==> src/rtl/divisor_sequencial.sv <==
// divisor_sequencial: sequential restoring divider, one quotient bit per clock.
//   Divides a 2n-bit dividend by an n-bit divisor (unsigned).
//   Ports:
//     clk       rising-edge clock
//     reset     asynchronous active-high reset
//     init      start request, honoured in IDLE or DONE
//     A [2n]    dividend, captured on the start edge
//     B [n]     divisor, captured on the start edge
//     Q [n]     quotient   (valid while finish=1)
//     R [n]     remainder  (valid while finish=1)
//     finish    high in DONE
//     div_zero  divisor was zero
//     overflow  quotient would not fit in n bits
//   Internally split into a control unit (FSM + iteration counter) and a
//   datapath (working registers, subtractor, muxes).

// ---------------------------------------------------------------------------
// Control unit: sequences load -> check -> n iterations -> done.
// ---------------------------------------------------------------------------
module divisor_sequencial_ctrl #(
  parameter int n = 8
) (
  input  logic i_clk,
  input  logic i_rst,
  input  logic i_init,
  input  logic i_rb_zero,
  input  logic i_rh_ge_rb,
  output logic o_load,
  output logic o_set_zero,
  output logic o_set_ovf,
  output logic o_iter,
  output logic o_finish
);
  localparam int CW = $clog2(n + 1);

  typedef enum logic [1:0] {S_IDLE, S_CHECK, S_ITER, S_DONE} state_t;

  state_t        r_state, w_state_next;
  logic [CW-1:0] r_count, w_count_next;

  always_ff @(posedge i_clk or posedge i_rst) begin
    if (i_rst) begin
      r_state <= S_IDLE;
      r_count <= '0;
    end else begin
      r_state <= w_state_next;
      r_count <= w_count_next;
    end
  end

  always_comb begin
    w_state_next = r_state;
    w_count_next = r_count;
    o_load       = 1'b0;
    o_set_zero   = 1'b0;
    o_set_ovf    = 1'b0;
    o_iter       = 1'b0;
    case (r_state)
      S_IDLE, S_DONE: begin
        if (i_init) begin
          o_load       = 1'b1;
          w_state_next = S_CHECK;
        end
      end
      S_CHECK: begin
        if (i_rb_zero) begin
          o_set_zero   = 1'b1;
          w_state_next = S_DONE;
        end else if (i_rh_ge_rb) begin
          // High half already >= divisor: quotient needs more than n bits.
          o_set_ovf    = 1'b1;
          w_state_next = S_DONE;
        end else begin
          w_count_next = CW'(n);
          w_state_next = S_ITER;
        end
      end
      S_ITER: begin
        o_iter       = 1'b1;
        w_count_next = r_count - CW'(1);
        // Last quotient bit is produced on the edge the counter hits zero.
        if (r_count == CW'(1)) begin
          w_state_next = S_DONE;
        end
      end
      default: w_state_next = S_IDLE;
    endcase
  end

  assign o_finish = (r_state == S_DONE);
endmodule

// ---------------------------------------------------------------------------
// Datapath: RH:RL working pair, divisor register, trial subtractor, flags.
// ---------------------------------------------------------------------------
module divisor_sequencial_dp #(
  parameter int n = 8
) (
  input  logic           i_clk,
  input  logic           i_rst,
  input  logic           i_load,
  input  logic           i_set_zero,
  input  logic           i_set_ovf,
  input  logic           i_iter,
  input  logic [2*n-1:0] i_a,
  input  logic [n-1:0]   i_b,
  output logic           o_rb_zero,
  output logic           o_rh_ge_rb,
  output logic [n-1:0]   o_q,
  output logic [n-1:0]   o_r,
  output logic           o_div_zero,
  output logic           o_overflow
);
  logic [n-1:0] r_rh, r_rl, r_rb;
  logic         r_div_zero, r_overflow;

  // Shift {RH,RL} left by one; the bit leaving RH becomes the extra MSB of
  // the n+1-bit partial remainder so the trial subtraction cannot lose it.
  logic [n-1:0] w_sh_rh;
  logic [n:0]   w_partial;
  logic [n:0]   w_diff;
  logic         w_fits;

  assign w_sh_rh   = {r_rh[n-2:0], r_rl[n-1]};
  assign w_partial = {r_rh[n-1], w_sh_rh};
  assign w_diff    = w_partial - {1'b0, r_rb};
  assign w_fits    = (w_partial >= {1'b0, r_rb});

  always_ff @(posedge i_clk or posedge i_rst) begin
    if (i_rst) begin
      r_rh       <= '0;
      r_rl       <= '0;
      r_rb       <= '0;
      r_div_zero <= 1'b0;
      r_overflow <= 1'b0;
    end else if (i_load) begin
      r_rh       <= i_a[2*n-1:n];
      r_rl       <= i_a[n-1:0];
      r_rb       <= i_b;
      r_div_zero <= 1'b0;
      r_overflow <= 1'b0;
    end else if (i_set_zero) begin
      r_rl       <= '1;
      r_rh       <= '0;
      r_div_zero <= 1'b1;
    end else if (i_set_ovf) begin
      r_rl       <= '1;
      r_rh       <= '0;
      r_overflow <= 1'b1;
    end else if (i_iter) begin
      // Restore on a negative trial: keep the shifted value, quotient bit 0.
      r_rh <= w_fits ? w_diff[n-1:0] : w_sh_rh;
      r_rl <= {r_rl[n-2:0], w_fits};
    end
  end

  assign o_rb_zero  = (r_rb == '0);
  assign o_rh_ge_rb = (r_rh >= r_rb);
  assign o_q        = r_rl;
  assign o_r        = r_rh;
  assign o_div_zero = r_div_zero;
  assign o_overflow = r_overflow;
endmodule

// ---------------------------------------------------------------------------
// Top level
// ---------------------------------------------------------------------------
module divisor_sequencial #(
  parameter int n = 8
) (
  input  logic           clk,
  input  logic           reset,
  input  logic           init,
  input  logic [2*n-1:0] A,
  input  logic [n-1:0]   B,
  output logic [n-1:0]   Q,
  output logic [n-1:0]   R,
  output logic           finish,
  output logic           div_zero,
  output logic           overflow
);
  logic w_load, w_set_zero, w_set_ovf, w_iter;
  logic w_rb_zero, w_rh_ge_rb;

  divisor_sequencial_ctrl #(.n(n)) u_ctrl (
    .i_clk      (clk),
    .i_rst      (reset),
    .i_init     (init),
    .i_rb_zero  (w_rb_zero),
    .i_rh_ge_rb (w_rh_ge_rb),
    .o_load     (w_load),
    .o_set_zero (w_set_zero),
    .o_set_ovf  (w_set_ovf),
    .o_iter     (w_iter),
    .o_finish   (finish)
  );

  divisor_sequencial_dp #(.n(n)) u_dp (
    .i_clk      (clk),
    .i_rst      (reset),
    .i_load     (w_load),
    .i_set_zero (w_set_zero),
    .i_set_ovf  (w_set_ovf),
    .i_iter     (w_iter),
    .i_a        (A),
    .i_b        (B),
    .o_rb_zero  (w_rb_zero),
    .o_rh_ge_rb (w_rh_ge_rb),
    .o_q        (Q),
    .o_r        (R),
    .o_div_zero (div_zero),
    .o_overflow (overflow)
  );
endmodule

==> config.mk <==
export PLATFORM = sky130hd
export DESIGN_NAME = divisor_sequencial
export DESIGN_NICKNAME = d
export VERILOG_FILES = /design/src/rtl/divisor_sequencial.sv
export SDC_FILE = /design/constraint.sdc
export NUM_CORES = 1
export LEC_CHECK = 0
export ABC_AREA = 1
export CORE_UTILIZATION = 60
export DETAILED_ROUTE_END_ITERATION = 10
export DONT_BUFFER_PORTS = 1
export GPL_TIMING_DRIVEN = 0
export PLACE_DENSITY = 0.86
export SLEW_MARGIN = 5
export SYNTH_ARGS = -nofsm -noshare
export SYNTH_HDL_FRONTEND = slang
export SYNTH_HIERARCHICAL = 1
export SYNTH_SLANG_ARGS = --single-unit
==> constraint.sdc <==
create_clock -name clk -period 2.51 [get_ports clk]
set_clock_uncertainty 0.05 [all_clocks]
set_input_delay 0.502 -clock clk [delete_from_list [all_inputs] [get_ports clk]]
set_output_delay 0.502 -clock clk [all_outputs]
set_load 0.01 [all_outputs]
==> metrics.md, run 1 <==
| Metric | Value |
|---|---|
| Routability cong. | 0.9157 |
| Worst slew pin tran | 958.6 ps |
| Vias | approximately 2.2k |
| First-pass GRT wire length | 9101 µm |
| Commonest non-fill, non-tap cells in the layout | nand2_1, inv_1, dfrtp_1, o21ai_0, nand3_1 |
| Placement Cell Area | between 2000 and 2500 µm² |
| Critical path cell sequence | inv_1, ha_1, inv_1, a21oi_1, o21ai_0, nand2_1, o2111ai_2, nand2_2, nor2_4, nor2_8, inv_4, nor2_8, buf_12, a21oi_1, nand3_1, nand2_1, inv_1 |
| Final setup fails | 0 |
| Clock sinks | 32 |
| Diode count | 0 |
| Syn_nets | about 370 |
| Port Buffers | 0 |
| Die Wd | roughly 65 µm |
| Final slew viol count | 0 |
| Antenna Violating Nets Remaining | 0 |
| Num CTS Buffers | 5 |
| Critical Path Max Stage Delay | 460 ps |
| Worst Hold Class | in -> async |
| Max-Cap Viols | 0 |
| Core ar. | about 3700 µm² |
| I/O pins | between 40 and 50 |
| Synthesized area | around 2400 µm² |
| Die footprint | about 4200 µm² |
| Synthesis Warnings | 6 |
| Fin Hold WS | roughly 270 ps |
| Min Clock Period, post-route | ~2400 ps |
| DRT iter0 DRCs | 153 |
| Yosys reg bits | 32 |
| Layout cell share with drive strength beyond 1 | between 10% and 20% |
| Final Util | a little under three quarters |
| Most common cell after layout, fill and taps aside | nand2_1 |
| Worst Setup Start Kind | flip-flop |
| Fmax | roughly 420 MHz |
| Setup crit end kind | flip-flop |
| CP most frequent cell | inv_1 |
| Vias in the first global route | just over 2k |
| Initial antenna violation count | 0 |
| Area fraction of the dominant cell type after synthesis | 33.67% |
| Via density | ~6 |
| CP max-delay cell | dfrtp_1 |
| Syn_area_per_cell | roughly 7.4 µm² |
| Largest net degree at the start of global routing | 27 |
| Seq/Total Area, Yosys | between 30% and 40% |
| Initial Util | between 60 and 70% |
| Final Cell Area | ~2700 µm² |
| Arr. time, crit path | ~2500 ps |
| Gr usage total | 28.43% |
| Drt pass-1 iters | 5 |
| H-Tree Depth | 2 |
| Worst slack at placement | -37.37 ps |
| Worst-path maximum fanout | 6 |
| Slew HR | between 30 and 40% |
| CTS tree | done |
| Final worst slack | approximately 110 ps |
| Netlist cell types | 31 |
| Grt total ovfl | 0 |
| Post-Syn Instances | approximately 320 |
| CTS clk-pin slew, worst paths | ~70 ps |
| Vert. Die Dim | about 65 µm |
| Nets@finish | about 380 |
| Rows | 22 |
| Synth top area cells | dfrtp_1, nand2_1, ha_1, inv_1, o21ai_0 |
| Routed WL per cell | approximately 15 µm |
| Clock Path Buffers | 2 |
| CTS root buffer | clkbuf_8 |
| Final hold vios | 0 |
| Run status | finished, final reports clean |
| Area delta synth->final | 12.10% |
| Clk Latency, worst-skew pair | 280 ps |
| Detailed Place HPWL | 4143 µm |
| DRC violations left | 0 |
| Critical path class | reg -> reg |
| Critical Path RT | between 2000 and 3000 ps |
| DRT Wirelength | around 5800 µm |
| Fill cells | 283 |
| Yosys top cell by area | dfrtp_1 |
| Period utilization | a little over nine tenths |
## synthesized netlist by cell type
| cell | n |
|---|---|
| a21oi_1 | 22 |
| a21oi_2 | 1 |
| a22o_1 | 1 |
| a31oi_1 | 1 |
| and2_1 | 1 |
| buf_2 | 1 |
| buf_6 | 2 |
| clkbuf_1 | 2 |
| dfrtp_1 | 32 |
| fa_1 | 1 |
| ha_1 | 21 |
| inv_1 | 51 |
| inv_2 | 3 |
| inv_4 | 2 |
| nand2_1 | 75 |
| nand3_1 | 26 |
| nand3b_1 | 1 |
| nand4_1 | 3 |
| nand4_4 | 1 |
| nor2_1 | 24 |
| nor2_4 | 3 |
| nor2_8 | 2 |
| nor3_1 | 3 |
| o2111ai_1 | 1 |
| o21ai_0 | 27 |
| o21ai_1 | 2 |
| o21ai_2 | 8 |
| o22ai_2 | 1 |
| or2_0 | 1 |
| or2_1 | 1 |
| xor2_1 | 2 |
## final cells by class
| class | count | area, µm² | share of cell area (%) |
|---|---|---|---|
| Sequential cell | 32 | 805.8 | 30.22 |
| Inverter | 56 | 215.2 | 8.071 |
| Tap cell | 48 | 60.06 | 2.252 |
| Timing Repair Buffer | 5 | 52.55 | 1.971 |
| Buffer | 5 | 35.03 | 1.314 |
| Multi-Input combinational cell | 229 | 1371 | 51.43 |
| Clock inverter | 1 | 30.03 | 1.126 |
| Clock buffer | 7 | 96.34 | 3.613 |
## metal layers
metal / up-vias / global-route usage, % / routed length, µm
met1: 1035 / 36.31 / 2361
met3: 12 / 5.458 / 479
li1: 1064 / - / -
met4: 0 / 14.17 / 90
met2: 122 / 45.70 / 2863
met5: - / 0 / 0
## cell families after synthesis
family	after synthesis	synth area share, %
flops	32	33.67
fa+ha+maj	22	11.89
compound gates	64	15.57
buf+inv	61	10.52
simple gates	141	27.62
xor+xnor	2	0.7366
## registers in the layout (all words and copies together), names as in the netlist
name / count
u_ctrl/r_count: 4
u_ctrl/r_state: 2
u_dp/o_div_zero: 1
u_dp/o_overflow: 1
u_dp/o_q: 8
u_dp/o_r: 8
u_dp/r_rb: 8
## through the flow
stage | cells | setup TNS (ps)
final | 383 | 0
after CTS | 379 | 0
after global placement | 370 | -25.11
after detailed placement | 370 | -96.58
after floorplan | 322 | 0
after global routing | 383 | -15.95
## final timing paths
path,slack [ps],startpoint,cells past startpoint,to
worst max-delay path,110,u_dp/o_r[0],17,u_dp/o_r[6]
worst min-delay path,270,reset,1,u_dp/o_div_zero
worst min register to register,500,u_ctrl/r_state[1],2,u_ctrl/r_state[1]
min in group clk,290,B[7],2,u_dp/r_rb[7]
max in group asynchronous,1480,reset,1,u_dp/o_r[7]
worst max register to register,110,u_dp/o_r[0],17,u_dp/o_r[6]
## critical path: cells and delay by family (launching register included)
kind	cells	cell delay, ps
buf+inv	5	460
flops	1	460
simple gates	7	670
compound gates	4	440
fa+ha+maj	1	210
## repair_timing
| action | 4_1_cts | 5_1_grt |
|---|---|---|
| buffers inserted | 0 | 4 |
| gates resized for setup | 1 | 11 |
| hold buffers | 1 | 0 |
| endpoints found under the hold margin | 6 | 0 |
| pin swaps | 0 | 4 |
| endpoints found under the setup margin | 8 | 16 |
Power of run 1 is left out: the tool's default activity adds up to more than one toggle a clock period on the data nets, which glitch-free logic cannot reach.
==> inputs of run 2 (changes only) <==
Settings changed: ABC_AREA 1 to not set, ABC_CLOCK_PERIOD_IN_PS set to 2510.
==> metrics.md, run 2 <==
| Metric | Value |
|---|---|
| Die footprint | 3884 µm² (-7.9%) |
| Most frequent cell after synthesis | dfrtp_1 |
| Yosys top cell by area | dfrtp_1 |
| Port Buffers | 0 (unchanged) |
| Area fraction of the dominant cell type after synthesis | 36.68% (+3.0 points) |
| Fmax | 345.5 MHz (-17%) |
| Detailed Place HPWL | 3810 µm (-8.0%) |
| RSZ-0062 raised after global routing | yes |
| Vias in the first global route | 1863 (-9.0%) |
| Initial Util | 63.92% (+0.38 points) |
| CTS tree | done |
| Setup crit end kind | flip-flop |
| Antenna Violating Nets Remaining | 0 (unchanged) |
| Worst slew pin tran | 1032 ps (+73.37 ps) |
| Die Wd | 62.33 µm (-4.1%) |
| Core ar. | 3416 µm² (-8.8%) |
| Synth async-reset ratio | 100.0% (unchanged) |
| Slew HR | 31.12% (-4.9 points) |
| Drt pass-1 iters | 5 (unchanged) |
| Routed WL per cell | 18.98 µm (+25%) |
| Commonest cells in the netlist | dfrtp_1, o21ai_0, inv_1, ha_1, nand2_1 |
| RR Endpoint | u_dp/o_r[1] |
| Commonest non-fill, non-tap cells in the layout | dfrtp_1, inv_1, ha_1, nand2_1, o21ai_0 |
| Period utilization | 115.3% (+20 points) |
| Worst Hold Class | in -> async |
| Rows | 21 (-4.5%) |
| Synth top area cells | dfrtp_1, ha_1, o21ai_0, a21oi_1, inv_1 |
| CTS root buffer | clkbuf_4 |
| DRC violations left | 0 (unchanged) |
| Final hold vios | 0 (unchanged) |
| Final slew viol count | 0 (unchanged) |
| Num CTS Buffers | 5 (unchanged) |
| Gr usage total | 30.29% (+1.9 points) |
| Synth Flop Type | dfrtp_1 |
| I/O pins | 46 (unchanged) |
| First-pass GRT wire length | 8894 µm (-2.3%) |
| Most common cell after layout, fill and taps aside | dfrtp_1 |
| Synthesized area | 2183 µm² (-8.2%) |
| Final setup fails | 16 (+16) |
| Final worst slack | -384.8 ps (-498.3 ps) |
| Vert. Die Dim | 62.33 µm (-4.1%) |
| Final Util | 74.14% (+2.9 points) |
| Nets@finish | 308 (-20%) |
| Run status | complete, but fails checks |
| Post-Syn Instances | 239 (-26%) |
| Number of flops mapped to enable cells by yosys | 0 (unchanged) |
| Worst r2r path cells | 13 (-4) |
| Routability cong. | 0.9130 (-0.29%) |
| Post-route insts no fill | 306 (-20%) |
| Worst reg2reg startpoint | u_dp/o_r[0] |
| H-Tree Depth | 2 (unchanged) |
| Diode count | 0 (unchanged) |
| Clk Latency, worst-skew pair | 360 ps (+80 ps) |
| Synthesis Warnings | 6 (unchanged) |
| Seq/Total Area, Yosys | 36.68% (+3.0 points) |
| Fill cells | 247 (-13%) |
| Clock Path Buffers | 2 (unchanged) |
| Placed insts | 285 (-23%) |
| Yosys reg bits | 32 (unchanged) |
| Arr. time, crit path | 3130 ps (+600 ps) |
| Vias | 1964 (-12%) |
| Clock sinks | 32 (unchanged) |
| Syn_nets | 288 (-22%) |
| Area delta synth->final | 15.99% |
| Max-Cap Viols | 0 (unchanged) |
| DRT Wirelength | 5809 µm (+0.26%) |
| Worst-path maximum fanout | 5 (-1) |
| Grt total ovfl | 0 (unchanged) |
| Layout cell share with drive strength beyond 1 | 21.54% (+7.5 points) |
| Syn_area_per_cell | 9.135 µm² (+24%) |
| Initial antenna violation count | 0 (unchanged) |
| Worst Setup Start Kind | flip-flop |
| CTS clk-pin slew, worst paths | 120 ps (+50 ps) |
| Via density | 6.418 (+10%) |
| Netlist cell types | 55 (+77%) |
| Worst reg2reg setup slack | -380 ps (-500 ps) |
| Min Clock Period, post-route | 2895 ps (+498.3 ps) |
| Critical path class | reg -> reg |
| Critical Path RT | 2750 ps (+110 ps) |
| DRT iter0 DRCs | 98 (-36%) |
| Failing checks | negative setup slack |
| Largest net degree at the start of global routing | 27 (unchanged) |
## run 2: changes by cell type in the layout (fill, tap and decap cells not counted), moves of 10 or more
cell	previous run	this run
nor2_1	22	10
o21ai_1	2	12
nand3_1	26	3
nor2b_1	0	10
nand2_1	74	17
o21ai_0	27	16
inv_1	50	21
## run 2: stage by stage
step / area (µm²) / setup slack (ps) / TNS [ps] / hold WS (ps)
floorplan: 2200 / -129.9 / -1168 / 243.0
finish: 2532 / -384.8 / -5532 / 217.4
detailed placement: 2257 / -553.4 / -7267 / 271.8
global route: 2532 / -452.0 / -6855 / 227.5
global placement: 2257 / -435.2 / -5705 / 271.2
CTS: 2431 / -324.1 / -4767 / 214.0
## run 2: worst max-delay path, stage by stage (launching register included)
cell,delay [ps]
dfrtp_2,480
inv_2,100
ha_4,200
nand2b_4,130
a21o_1,180
a21oi_2,190
o21ai_2,100
a31o_2,270
and3b_2,220
or3_4,390
nor2_4,160
buf_6,160
a22oi_2,60
o21ai_1,130
## run 2: how the worst max path moves through the flow
stage                      from          end  slack, ps  cells past startpoint
floorplan           u_dp/o_r[0]  u_dp/o_r[0]       -130                     14
global placement    u_dp/o_r[0]  u_dp/o_r[0]       -440                     14
detailed placement  u_dp/o_r[0]  u_dp/o_r[6]       -550                     14
CTS                 u_dp/o_r[0]  u_dp/o_r[1]       -320                     14
global route        u_dp/o_r[0]  u_dp/o_q[1]       -450                     13
finish              u_dp/o_r[0]  u_dp/o_r[1]       -380                     13
## run 2: kinds of logic (layout without fill, tap and decap cells)
group,Yosys count,in the layout,synth area share (%)
XOR/XNOR,4,4,1.605
adder cells (fa/ha/maj),22,22,12.95
multiplexers,5,5,2.464
AND/OR/NAND/NOR,65,65,16.05
buffers and inverters,30,51,5.731
flip-flops,32,32,36.68
AO/OA/AOI/OAI,81,81,24.53
## run 2: repair_timing
| action | CTS | global route |
|---|---|---|
| setup buffers | 4 | 8 |
| endpoints found under the hold margin | 6 | 0 |
| resized for setup | 9 | 15 |
| setup endpoints to repair | 16 | 22 |
| pin swaps | 5 | 13 |
| hold buffers | 1 | 0 |
| gates cloned | 1 | 0 |
## run 2: final cells by class
class                   instances  area, µm²  area share [%]
multi-input cells             177       1355           53.51
repair buffers                 14      112.6           4.447
well taps                      46      57.56           2.273
clock inverters                 3      42.54           1.680
plain buffers                   7      42.54           1.680
inverters                      22      82.58           3.261
flip-flops and latches         32      802.0           31.67
clock buffers                   5      37.54           1.482
## run 2: layer usage
metal | GRT usage, % | part of all wire [%] | vias to the layer above
met5 | 0 | 0 | -
met4 | 15.41 | 3.1 | 0
met3 | 8.824 | 8.0 | 17
met2 | 50.00 | 50 | 83
met1 | 35.79 | 39 | 961
li1 | - | - | 903
Power of run 2 is left out for the same reason.
